--- src/rtl/fwd_track_unit.sv ---
// fwd_track_unit: EXE-stage forwarding and load-use hazard unit.
// Keeps its own shift-register record of the writers that have left EXE
// (DEPTH stages deep). From that record it produces one forwarding select
// per source operand and a single stall request for the front of the pipe.
module fwd_track_unit #(
   parameter int REG_W      = 5,
   parameter int NUM_SRC    = 3,
   parameter int DEPTH      = 2,
   parameter int LOAD_READY = 2,
   parameter int SEL_SIZE   = 3,
   parameter int CNT_W      = 16
) (
   input  logic                        clk,
   input  logic                        rst,
   input  logic                        freeze,
   input  logic                        flush,
   input  logic                        fwd_en,
   input  logic [REG_W-1:0]            exe_dest,
   input  logic                        exe_wb_en,
   input  logic                        exe_mem_r_en,
   input  logic [NUM_SRC*REG_W-1:0]    src_exe,
   input  logic [NUM_SRC-1:0]          src_valid,
   output logic [NUM_SRC*SEL_SIZE-1:0] sel,
   output logic                        hazard_stall,
   output logic [CNT_W-1:0]            stall_cnt
);

   localparam logic [SEL_SIZE-1:0] LOAD_READY_S = SEL_SIZE'(LOAD_READY);
   localparam logic [CNT_W-1:0]    CNT_MAX      = '1;

   // Tracker entries, index 1 is the stage right after EXE (MEM).
   logic [DEPTH:1]       st_v;
   logic [DEPTH:1]       st_ld;
   logic [REG_W-1:0]     st_dest [DEPTH:1];

   logic [REG_W-1:0]     src_op    [NUM_SRC];
   logic [SEL_SIZE-1:0]  match_idx [NUM_SRC];
   logic [NUM_SRC-1:0]   match_ld;
   logic [NUM_SRC-1:0]   op_stall;

   for (genvar g = 0; g < NUM_SRC; g++) begin : g_src
      assign src_op[g] = src_exe[g*REG_W +: REG_W];
   end

   // Find the youngest tracked writer of each operand; scanning from the
   // oldest stage down lets the youngest match overwrite older ones.
   always_comb begin
      for (int i = 0; i < NUM_SRC; i++) begin
         match_idx[i] = '0;
         match_ld[i]  = 1'b0;
         for (int k = DEPTH; k >= 1; k--) begin
            if (src_valid[i] && st_v[k] && (st_dest[k] == src_op[i]) &&
                (src_op[i] != '0)) begin
               match_idx[i] = SEL_SIZE'(k);
               match_ld[i]  = st_ld[k];
            end
         end
      end
   end

   // Turn each match into a select or a stall. A load still short of the
   // stage where its data appears cannot be forwarded yet; in stall-only
   // mode any in-flight writer forces a wait for the register file.
   always_comb begin
      sel      = '0;
      op_stall = '0;
      for (int i = 0; i < NUM_SRC; i++) begin
         if (match_idx[i] != '0) begin
            if (!fwd_en) begin
               op_stall[i] = 1'b1;
            end else if (match_ld[i] && (match_idx[i] < LOAD_READY_S)) begin
               op_stall[i] = 1'b1;
            end else begin
               sel[i*SEL_SIZE +: SEL_SIZE] = match_idx[i];
            end
         end
      end
   end

   assign hazard_stall = |op_stall;

   // Shift the writer record one stage per unfrozen cycle; a stalled or
   // flushed EXE instruction enters as a bubble. Also count stall cycles.
   always_ff @(posedge clk) begin
      if (!rst) begin
         st_v      <= '0;
         st_ld     <= '0;
         for (int k = 1; k <= DEPTH; k++) begin
            st_dest[k] <= '0;
         end
         stall_cnt <= '0;
      end else if (!freeze) begin
         for (int k = 2; k <= DEPTH; k++) begin
            st_v[k]    <= st_v[k-1];
            st_ld[k]   <= st_ld[k-1];
            st_dest[k] <= st_dest[k-1];
         end
         st_v[1]    <= exe_wb_en & ~flush & ~hazard_stall;
         st_ld[1]   <= exe_mem_r_en;
         st_dest[1] <= exe_dest;
         if (hazard_stall && (stall_cnt != CNT_MAX)) begin
            stall_cnt <= stall_cnt + 1'b1;
         end
      end
   end

endmodule

--- config.mk ---
export PLATFORM = sky130hd
export DESIGN_NAME = fwd_track_unit
export DESIGN_NICKNAME = d
export VERILOG_FILES = /design/src/rtl/fwd_track_unit.sv
export SDC_FILE = /design/constraint.sdc
export NUM_CORES = 1
export LEC_CHECK = 0
export ABC_AREA = 1
export ABC_CLOCK_PERIOD_IN_PS = 3400
export CAP_MARGIN = 20
export CORE_MARGIN = 8
export CORE_UTILIZATION = 53
export DETAILED_ROUTE_END_ITERATION = 16
export GPL_TIMING_DRIVEN = 0
export MAX_ROUTING_LAYER = met4
export PLACE_DENSITY = 0.89
export SETUP_SLACK_MARGIN = 0.1
export SYNTH_ARGS = -nofsm -noshare
export SYNTH_HDL_FRONTEND = slang
export SYNTH_SLANG_ARGS = --single-unit
--- constraint.sdc ---
create_clock -name clk -period 3.4 [get_ports clk]
set_clock_uncertainty 0.05 [all_clocks]
set_input_delay 0.68 -clock clk [delete_from_list [all_inputs] [get_ports clk]]
set_output_delay 0.68 -clock clk [all_outputs]
set_load 0.02 [all_outputs]
==> results.py, run 1 <==
metrics = {
    "route": {
        "ant_nets": 0,
        "drc_errors": 0,
        "post_drt_wl_per_cell_microns": 13.7,
        "drt_iter0_markers": 147,
        "route.vias.total": 2402,
        "vias_per_cell": 5.23,
        "drtPass1Iterations": 4,
        "wl_mm": 6.30,
    },
    "place": {
        "dp_slack_ns": -0.123,
        "place_congestion": 0.934,
        "placed_cell_area_sq_um": 2750,
        "placed_cells": 451,
        "io_buffers": 52,
        "dpl.hpwl_mm": 4.95,
    },
    "min_path": {
        "min_from": "st_ld[1]",
        "hold_path_class": "flop to flop",
        "hold_depth": 2,
        "holdPathEnd": "st_ld[1]",
    },
    "floorplan": {
        "rows": 23,
        "initial_utilization": 0.543,
        "die_w_microns": 79.8,
        "die_area_sq_um": 6370,
        "core_region_area_sq_um": 3970,
        "ios": 56,
        "die_y_microns": 79.8,
    },
    "clock_tree": {
        "cts_made_buffers": 5,
        "postCtsSetupRepairBufs": 0,
        "numClockSinks": 29,
        "cts-root-buf": "clkbuf_8",
        "clk_path_buf_depth": 2,
        "htree_levels": 2,
        "clk-insertion-delay-late_ns": 0.29,
        "holdBufCountCts": 0,
        "postCtsResizedCells": 1,
        "cts.clk_slew.worst_paths_ns": 0.06,
        "cts_tree": "yes",
    },
    "power": {
        "seqPwrFrac": 0.431,
        "peakVddDrop_uv": 356,
        "power.density_nw_per_um2": 310,
        "p_clk_frac": 0.420,
        "p_comb_frac": 0.149,
        "p_leak_nw": 1.23,
        "switchingPower_mw": 0.220,
        "p_int_mw": 0.669,
        "swShare": 0.247,
    },
    "cells_and_area": {
        "antenna_cells": 0,
        "layout-drive-gt1-share": 0.0954,
        "design_area_sq_um": 2860,
        "fin_nets": 439,
        "syn_to_final_growth_pct": 32.8,
        "stdcell_count": 459,
    },
    "synthesis": {
        "synth_area_per_cell_sq_um": 6.22,
        "ys_top_cells_by_area": "nand2_1, dfxtp_1, edfxtp_1, nand3_1, nor2_1",
        "synth_top_area_cell": "nand2_1",
        "syn-cell-area_sq_um": 2160,
        "async_reset_ff_frac": 0,
        "ys.flop_type": "dfxtp_1",
        "synth-seq-cells": 29,
        "synth_common_cells": "nand2_1, nor2_1, nand3_1, inv_1, dfxtp_1",
        "synth-edff-count": 10,
        "synth_seq_area_share": 0.316,
        "synth_top_area_frac": 0.204,
        "yosys_warnings": 0,
        "synth_most_common_cell": "nand2_1",
        "ys_types": 28,
        "postSynthCellCount": 347,
    },
    "job": {
        "maxCapViolations": 0,
    },
    "sta": {
        "setup_slack_ns": 0.264,
        "layout_min_cycle_time_ns": 3.14,
        "drv_slew": 0,
        "slew_headroom": 0.531,
        "rsz0062_at_grt": "false",
        "fmax_ghz": 0.319,
        "finalSetupTns_ns": 0,
        "min_period_over_period": 0.922,
        "hold_viol": 0,
        "setup_viol": 0,
        "worst_pin_slew_ns": 0.703,
        "hold_slack_ns": 0.427,
    },
    "critical_path": {
        "worstPathArrival_ns": 2.41,
        "cp.required_ns": 2.67,
        "reg2regPathDepth": 10,
        "worstReg2RegStart": "stall_cnt[0]",
        "crit_path_max_fanout": 3,
        "r2r_setup_slack_ns": 1.35,
        "cp-end-kind": "primary output",
        "critPathLaunchType": "input port",
        "critPathKind": "input port to primary output",
        "r2r-end": "stall_cnt[1]",
    },
    "grt": {
        "grt_overflow": 0,
        "grt_pass1_vias": 2371,
        "grt_use_total": 0.209,
        "antenna_found_initial": 0,
        "grt_pass1_wl_mm": 10.6,
        "grt_max_degree": 13,
    },
    "outcome": {
        "status": "finished clean",
    },
}
==> power groups by stage <==
stage / clock network [mW] / registers (mW) / logic [mW]
3_5_place_dp: 0 / 0.391 / 0.131
4_1_cts: 0.375 / 0.383 / 0.132
6_report: 0.373 / 0.383 / 0.133
5_1_grt: 0.389 / 0.384 / 0.149
2_1_floorplan: 0 / 0.386 / 0.0734
3_3_place_gp: 0 / 0.391 / 0.129
==> cells in the final DEF, fill, tap and decap left out, types with 2 or more instances in the layout <==
cell type        synthesis  final
clkdlybuf4s50_1          0     49
dlymetal6s2s_1           0      2
nor3_1                   3      3
inv_1                   38     38
o21ai_1                  2      2
conb_1                   1      3
xnor2_1                  5      5
nand2_4                  2      2
nor2_1                  42     42
nand3_1                 39     39
dfxtp_1                 19     19
nand2_1                117    117
buf_6                    2      2
clkbuf_8                 0      6
o21ai_0                  3      3
nand4_1                  3      3
clkinv_1                 2      2
a21oi_2                  8      8
a21oi_1                 13     13
inv_2                   12     12
buf_2                    2      2
xor2_1                  11     11
nor4_1                   3      3
edfxtp_1                10     10
clkbuf_1                 2      3
buf_4                    3      3
==> logic make-up (layout without fill, tap and decap cells) <==
group	after synthesis	after routing	share of synthesized area
DFF	29	29	0.316
AOI/OAI and AO/OA	28	28	0.0824
and+or+nand+nor	211	211	0.410
buffers and inverters	61	121	0.119
adders and majority gates	1	1	0.00580
other	1	3	0.00174
xor gates and xnor gates	16	16	0.0650
==> critical path, cell delays in order <==
cell	delay, ns
clkdlybuf4s50_1	0.52
inv_1	0.09
nand2_1	0.06
nand2_1	0.05
inv_1	0.05
nand2_1	0.04
nor2_1	0.08
nand2_1	0.12
nor2_1	0.11
clkdlybuf4s50_1	0.61
==> how the worst max path moves through the flow <==
stage	from	to	slack (ns)	cells past startpoint
floorplan	src_exe[3]	hazard_stall	1.20	9
global placement	src_exe[6]	hazard_stall	-0.13	13
detailed placement	src_exe[6]	hazard_stall	-0.12	13
CTS	src_exe[6]	hazard_stall	0.13	13
global route	src_exe[6]	hazard_stall	0.13	13
finish	src_exe[6]	sel[3]	0.26	10
==> per-stage QoR <==
stage	power (mW)	utilization
after floorplan	0.460	-
after CTS	0.890	0.721
after detailed placement	0.522	0.692
after global placement	0.520	0.692
after global routing	0.923	0.721
final	0.889	0.721
==> cell type report <==
type	instances	area [sq um]
inverter	52	195
clock buffer	7	86.3
buffer	9	62.6
fill	344	1110
timing repair buffer	52	520
sequential	29	681
multi-input combinational	259	1230
clock inverter	1	30.0
tap	50	62.6
==> per-layer routing <==
metal	wire, microns	vias up	global-route usage
met3	544	8	0.0495
met5	0	-	-
met1	2650	1093	0.232
li1	-	1198	-
met4	76	0	0.0582
met2	3030	103	0.363
==> sequential cells by signal (all words and copies together) (netlist names) <==
name and flops:
st_ld 1, st_v 2, st_dest 10, stall_cnt 16
Power figures use the tool's default switching activity.
==> run 2, diff against run 1 <==
==> constraint.sdc (replaced) <==
create_clock -name clk -period 3.4 [get_ports clk]
set_clock_uncertainty 0.05 [all_clocks]
set_input_delay 0.85 -clock clk [delete_from_list [all_inputs] [get_ports clk]]
set_output_delay 0.85 -clock clk [all_outputs]
set_load 0.02 [all_outputs]
==> run 2 against run 1 <==
Against the previous run: die area did not move; clock power hardly changed; flip-flop and latch count unchanged; wire length up 1.1%; first-iteration DRC count grew 2.7%; count of clock-buffer cells in the layout stayed put; hold slack worse by 0.0011 ns; core utilization increased by 1.5 points; highest routed layer unchanged.
==> results.py, run 2 (synthesis results as in run 1) <==
metrics = {
    "critical_path": {
        "crit_chain": "clkdlybuf4s50_1, nand2_1, a21oi_1, nand2_1, nor2_1, nand2_1, nand3_2, nand2_2, nand2_4, buf_8, buf_4",
        "worstPathBufferInverterCount": 3,
        "cp.required_ns": 2.50,
        "cp_common_cell": "nand2_1",
        "crit_path_max_fanout": 10,
        "cp_slowest_cell": "clkdlybuf4s50_1",
        "critical-path-max-stage-delay_ns": 0.51,
        "cp-end-kind": "primary output",
        "worstPathArrival_ns": 2.35,
        "critPathKind": "input port to primary output",
        "critPathLaunchType": "input port",
        "critPathTopFamily": "buffers and inverters",
    },
    "sta": {
        "setup_viol": 0,
        "hold_viol": 0,
        "drv_slew": 0,
        "min_period_over_period": 0.956,
        "fmax_ghz": 0.308,
        "layout_min_cycle_time_ns": 3.25,
        "setup_slack_ns": 0.149,
        "worst_pin_slew_ns": 0.702,
        "slew_headroom": 0.532,
        "rsz0062_at_grt": "false",
    },
    "cells_and_area": {
        "stdcell_count": 460,
        "antenna_cells": 0,
        "design_area_sq_um": 2920,
        "largest_register_ff_count": 16,
        "final_common_cell": "nand2_1",
        "n_fill_cell": 327,
        "layout-drive-gt1-share": 0.137,
        "layout_common_cells": "nand2_1, nand3_1, nor2_1",
        "utilization": 0.736,
        "fin_nets": 440,
        "syn_to_final_growth_pct": 35.6,
        "reg_top3": "stall_cnt: 16 flops, st_dest: 10 flops, st_v: 2 flops",
        "regMostFlops": "stall_cnt",
    },
    "clock_tree": {
        "cts.clk_slew.worst_paths_ns": 0.06,
        "numClockSinks": 29,
        "cts_made_buffers": 5,
        "htree_levels": 2,
        "clk-insertion-delay-late_ns": 0.28,
        "cts-root-buf": "clkbuf_8",
        "holdBufCountCts": 0,
        "clk_path_buf_depth": 2,
        "cts_tree": "yes",
    },
    "power": {
        "p_clk_frac": 0.418,
        "swShare": 0.250,
        "p_leak_nw": 1.33,
        "switchingPower_mw": 0.222,
        "power.density_nw_per_um2": 304,
        "total_power_mw": 0.890,
        "seqPwrFrac": 0.431,
        "peakVddDrop_uv": 357,
        "p_int_mw": 0.667,
        "p_comb_frac": 0.151,
    },
    "place": {
        "placed_cell_area_sq_um": 2750,
        "placed_cells": 451,
        "dpl.hpwl_mm": 4.95,
        "io_buffers": 52,
        "place_congestion": 0.934,
        "dp_slack_ns": -0.463,
    },
    "min_path": {
        "hold_path_class": "flop to flop",
    },
    "floorplan": {
        "die_area_sq_um": 6370,
        "ios": 56,
        "core_region_area_sq_um": 3970,
        "die_w_microns": 79.8,
        "rows": 23,
        "initial_utilization": 0.543,
        "die_y_microns": 79.8,
    },
    "route": {
        "post_drt_wl_per_cell_microns": 13.8,
        "top_layer_used": "met4",
        "drc_errors": 0,
        "wl_met3_microns": 538,
        "wl_mm": 6.37,
        "drtPass1Iterations": 4,
        "ant_nets": 0,
        "route.vias.total": 2420,
        "met2_length_mm": 3.11,
        "drt_iter0_markers": 151,
        "vias_per_cell": 5.26,
        "wl_met1_mm": 2.65,
    },
    "grt": {
        "grt_pass1_vias": 2365,
        "grt_max_degree": 13,
        "grt_use_total": 0.209,
        "grt_overflow": 0,
        "grt_pass1_wl_mm": 10.6,
        "antenna_found_initial": 0,
    },
    "job": {
        "maxCapViolations": 0,
    },
    "outcome": {
        "status": "finished clean",
    },
}
-- run 2: changes by cell type in the layout (fill, tap and decap cells not counted), sizes merged --
| cell | previous run | this run |
|---|---|---|
| dlygate4sd2 | 0 | 9 |
| buf | 7 | 9 |
| clkdlybuf4s50 | 49 | 32 |
| dlymetal6s2s | 2 | 10 |
| clkbuf | 10 | 9 |
-- run 2: path summary, 6_finish.rpt --
path / from / end / slack (ns) / cells past startpoint
setup / recovery: src_valid[0] / hazard_stall / 0.15 / 11
hold / removal: st_ld[1] / st_ld[1] / 0.43 / 2
setup reg to reg: stall_cnt[0] / stall_cnt[1] / 1.36 / 10
hold reg to reg: st_ld[1] / st_ld[1] / 0.43 / 2
-- run 2: cell type report --
cell class / count / area [sq um] / share of cell area
Buffer: 9 / 66.3 / 0.0227
Clock buffer: 7 / 86.3 / 0.0295
Clock inverter: 1 / 30.0 / 0.0103
Inverter: 52 / 195 / 0.0668
Multi-Input combinational cell: 259 / 1260 / 0.432
Sequential cell: 29 / 681 / 0.233
Tap cell: 50 / 62.6 / 0.0214
Timing Repair Buffer: 53 / 539 / 0.184
-- run 2: per-layer routing --
metal,vias to the layer above,GRT usage
met1,1118,0.233
li1,1196,-
met2,98,0.365
met5,-,-
met4,0,0.0545
met3,8,0.0495
-- run 2: stage by stage --
stage | hold WS, ns | TNS, ns
6_report | 0.426 | 0
4_1_cts | 0.434 | 0
3_5_place_dp | 0.424 | -0.895
3_3_place_gp | 0.419 | -0.835
2_1_floorplan | 0.401 | 0
5_1_grt | 0.474 | 0
-- run 2: tightest hold or removal path, delay by kind of cell, from the launching register on --
family	cells	cell delay, ns
AOI/OAI and AO/OA	1	0.07
DFF	1	0.29
buffers and inverters	1	0.06
-- run 2: power by group through the flow --
stage	Sequential (mW)	Clock (mW)	Combinational, mW
after detailed placement	0.391	0	0.131
after global placement	0.391	0	0.129
final	0.384	0.372	0.134
after CTS	0.383	0.375	0.131
after floorplan	0.386	0	0.0734
after global routing	0.385	0.389	0.150
-- run 2: repair_timing --
item | CTS | global route
pin swaps | 2 | 4
hold endpoints to repair | 0 | 0
setup endpoints to repair | 7 | 4
resized for setup | 15 | 26
setup buffers | 1 | 0
==> run 3, diff against run 2 <==
--- a/config.mk
+++ b/config.mk
@@ -5,15 +5,15 @@
 export SDC_FILE = /design/constraint.sdc
 export NUM_CORES = 1
 export LEC_CHECK = 0
-export ABC_AREA = 1
 export ABC_CLOCK_PERIOD_IN_PS = 3400
 export CAP_MARGIN = 20
 export CORE_MARGIN = 8
-export CORE_UTILIZATION = 53
+export CORE_UTILIZATION = 52
+export CTS_BUF_LIST = sky130_fd_sc_hd__clkbuf_8
 export DETAILED_ROUTE_END_ITERATION = 16
 export GPL_TIMING_DRIVEN = 0
 export MAX_ROUTING_LAYER = met4
-export PLACE_DENSITY = 0.89
+export PLACE_DENSITY = 0.9
 export SETUP_SLACK_MARGIN = 0.1
 export SYNTH_ARGS = -nofsm -noshare
 export SYNTH_HDL_FRONTEND = slang
==> run 3 against run 2 <==
Against the previous run: flip-flop and latch count is the same; setup slack lost 0.070 ns; via count shrank 29%; sequential share of layout area grew 2.8 points; global-route usage shrank 1.7 points; cell count shrank 32%; maximum frequency shrank 2.1%; largest power group unchanged; largest cell class unchanged.
==> results.py, run 3 <==
metrics = {
    "clock_tree": {
        "clk_path_buf_depth": 2,
        "clk-insertion-delay-late_ns": 0.29,
        "cts.clk_slew.worst_paths_ns": 0.06,
        "cts_made_buffers": 5,
        "htree_levels": 2,
        "numClockSinks": 29,
        "cts_tree": "yes",
        "cts-root-buf": "clkbuf_8",
        "holdBufCountCts": 0,
    },
    "cells_and_area": {
        "antenna_cells": 0,
        "utilization": 0.775,
        "n_fill_cell": 244,
        "syn_to_final_growth_pct": 41.6,
        "regMostFlops": "stall_cnt",
        "fin_nets": 299,
        "layout_common_cells": "xnor2_1, nand2_1, clkdlybuf4s50_1",
        "layout-drive-gt1-share": 0.182,
        "stdcell_count": 315,
        "reg_top3": "stall_cnt: 16 flops, st_dest: 10 flops, st_v: 2 flops",
        "largest_register_ff_count": 16,
    },
    "job": {
        "maxCapViolations": 0,
    },
    "outcome": {
        "status": "finished clean",
    },
    "floorplan": {
        "ios": 56,
        "die_y_microns": 75.5,
        "die_area_sq_um": 5700,
        "core_region_area_sq_um": 3360,
        "die_w_microns": 75.5,
        "rows": 21,
        "initial_utilization": 0.547,
    },
    "synthesis": {
        "synth-edff-count": 10,
        "synth-seq-cells": 29,
        "synth_top_area_cell": "dfxtp_1",
        "async_reset_ff_frac": 0,
        "synth_common_cells": "xnor2_1, nand2_1, dfxtp_1, mux2i_1, and2_1",
        "synth_area_per_cell_sq_um": 9.07,
        "syn-cell-area_sq_um": 1840,
        "postSynthCellCount": 203,
        "yosys_warnings": 0,
        "synth_most_common_cell": "xnor2_1",
        "synth_top_area_frac": 0.207,
        "synth_seq_area_share": 0.370,
        "ys.flop_type": "dfxtp_1",
        "ys_top_cells_by_area": "dfxtp_1, edfxtp_1, xnor2_1, mux2i_1, nand2_1",
        "ys_types": 36,
    },
    "grt": {
        "grt_overflow": 0,
        "antenna_found_initial": 0,
        "grt_pass1_vias": 1723,
        "grt_max_degree": 12,
        "grt_use_total": 0.193,
        "grt_pass1_wl_mm": 8.18,
    },
    "sta": {
        "slew_headroom": 0.554,
        "finalSetupTns_ns": 0,
        "worst_pin_slew_ns": 0.663,
        "drv_slew": 0,
        "fmax_ghz": 0.301,
        "layout_min_cycle_time_ns": 3.32,
        "hold_viol": 0,
        "setup_viol": 0,
        "min_period_over_period": 0.977,
        "hold_slack_ns": 0.424,
        "rsz0062_at_grt": "true",
    },
    "place": {
        "io_buffers": 51,
        "placed_cells": 302,
        "place_congestion": 0.854,
        "dpl.hpwl_mm": 3.79,
    },
    "critical_path": {
        "worstPathArrival_ns": 2.42,
        "cp.required_ns": 2.50,
        "worstReg2RegStart": "st_dest[1][2]",
        "critPathLaunchType": "input port",
        "crit_path_max_fanout": 3,
        "r2r_setup_slack_ns": 0.92,
        "r2r-end": "stall_cnt[15]",
        "critPathKind": "input port to primary output",
        "reg2regPathDepth": 9,
        "cp-end-kind": "primary output",
    },
    "route": {
        "route.vias.total": 1728,
        "ant_nets": 0,
        "drt_iter0_markers": 132,
        "drc_errors": 0,
        "post_drt_wl_per_cell_microns": 17.3,
        "drtPass1Iterations": 4,
        "vias_per_cell": 5.49,
        "wl_mm": 5.44,
    },
    "min_path": {
        "hold_depth": 2,
        "holdPathEnd": "stall_cnt[11]",
        "min_from": "stall_cnt[11]",
        "hold_path_class": "flop to flop",
    },
    "power": {
        "p_leak_nw": 1.03,
        "peakVddDrop_uv": 330,
        "power.density_nw_per_um2": 312,
    },
}
-- run 3: cell count changes in the layout (fill, tap and decap cells not counted), moves of 8 or more --
cell and change:
nand4_1 +8, inv_1 -32, a21oi_2 -9, dlymetal6s2s_1 -10
mux2i_1 +14, xnor2_1 +24, nor2_1 -33, nand2b_1 +11
xor2_1 -9, inv_2 -15, a21oi_1 -10, nand2_1 -84
and2_1 +13, nand3_1 -32
-- run 3: worst max-delay path: stages --
cell,delay [ns]
clkdlybuf4s15_1,0.25
or4_4,0.53
o21ai_4,0.23
nor3_4,0.08
nor3_2,0.21
o22ai_2,0.12
buf_6,0.15
-- run 3: through the flow --
step           cell area [sq um]  setup slack (ns)  total power, mW
2_1_floorplan               1850             0.519            0.458
3_3_place_gp                2420            -0.584            0.511
3_5_place_dp                2420            -0.623            0.516
4_1_cts                     2530            0.0258            0.796
5_1_grt                     2610         -0.000398            0.839
6_report                    2610            0.0785            0.813
-- run 3: how the worst max path moves through the flow --
stage	startpoint	end	cells past startpoint
2_1_floorplan	src_exe[10]	hazard_stall	5
3_5_place_dp	src_exe[0]	hazard_stall	7
4_1_cts	src_exe[10]	hazard_stall	7
3_3_place_gp	src_exe[0]	hazard_stall	7
5_1_grt	src_exe[2]	hazard_stall	7
6_report	src_exe[2]	hazard_stall	7
-- run 3: logic make-up after synthesis --
family,Yosys count,synth area share
muxes,14,0.0761
adders and majority gates,1,0.00680
AOI/OAI and AO/OA,14,0.0639
other,1,0.00204
buffers and inverters,11,0.0286
xor gates and xnor gates,32,0.152
and+or+nand+nor,101,0.300
DFF,29,0.370
-- run 3: final cells by class --
cell class	instances	area, sq um	area share
multi-input cells	165	1220	0.470
clock buffers	5	68.8	0.0264
flip-flops and latches	29	681	0.261
well taps	46	57.6	0.0221
repair buffers	56	500	0.192
plain buffers	8	41.3	0.0158
inverters	3	11.3	0.00432
clock inverters	3	22.5	0.00864
-- run 3: timing repair --
item	in CTS	in global routing
buffers inserted	1	4
gates resized for setup	49	24
endpoints found under the setup margin	7	6
pin swaps	5	15
-- run 3: report_power, final --
| group | switching (mW) | total [mW] | leakage (nW) | internal, mW |
|---|---|---|---|---|
| combinational | 0.0657 | 0.135 | 0.732 | 0.0689 |
| clock | 0.147 | 0.290 | 0.0364 | 0.143 |
| sequential | 0.0174 | 0.388 | 0.262 | 0.370 |
-- run 3: metal layers --
metal,part of all wire,GRT usage,up-vias
met5,0,-,-
met4,0.011,0.0597,0
met3,0.076,0.0461,7
met2,0.50,0.307,66
met1,0.41,0.235,819
li1,-,-,836
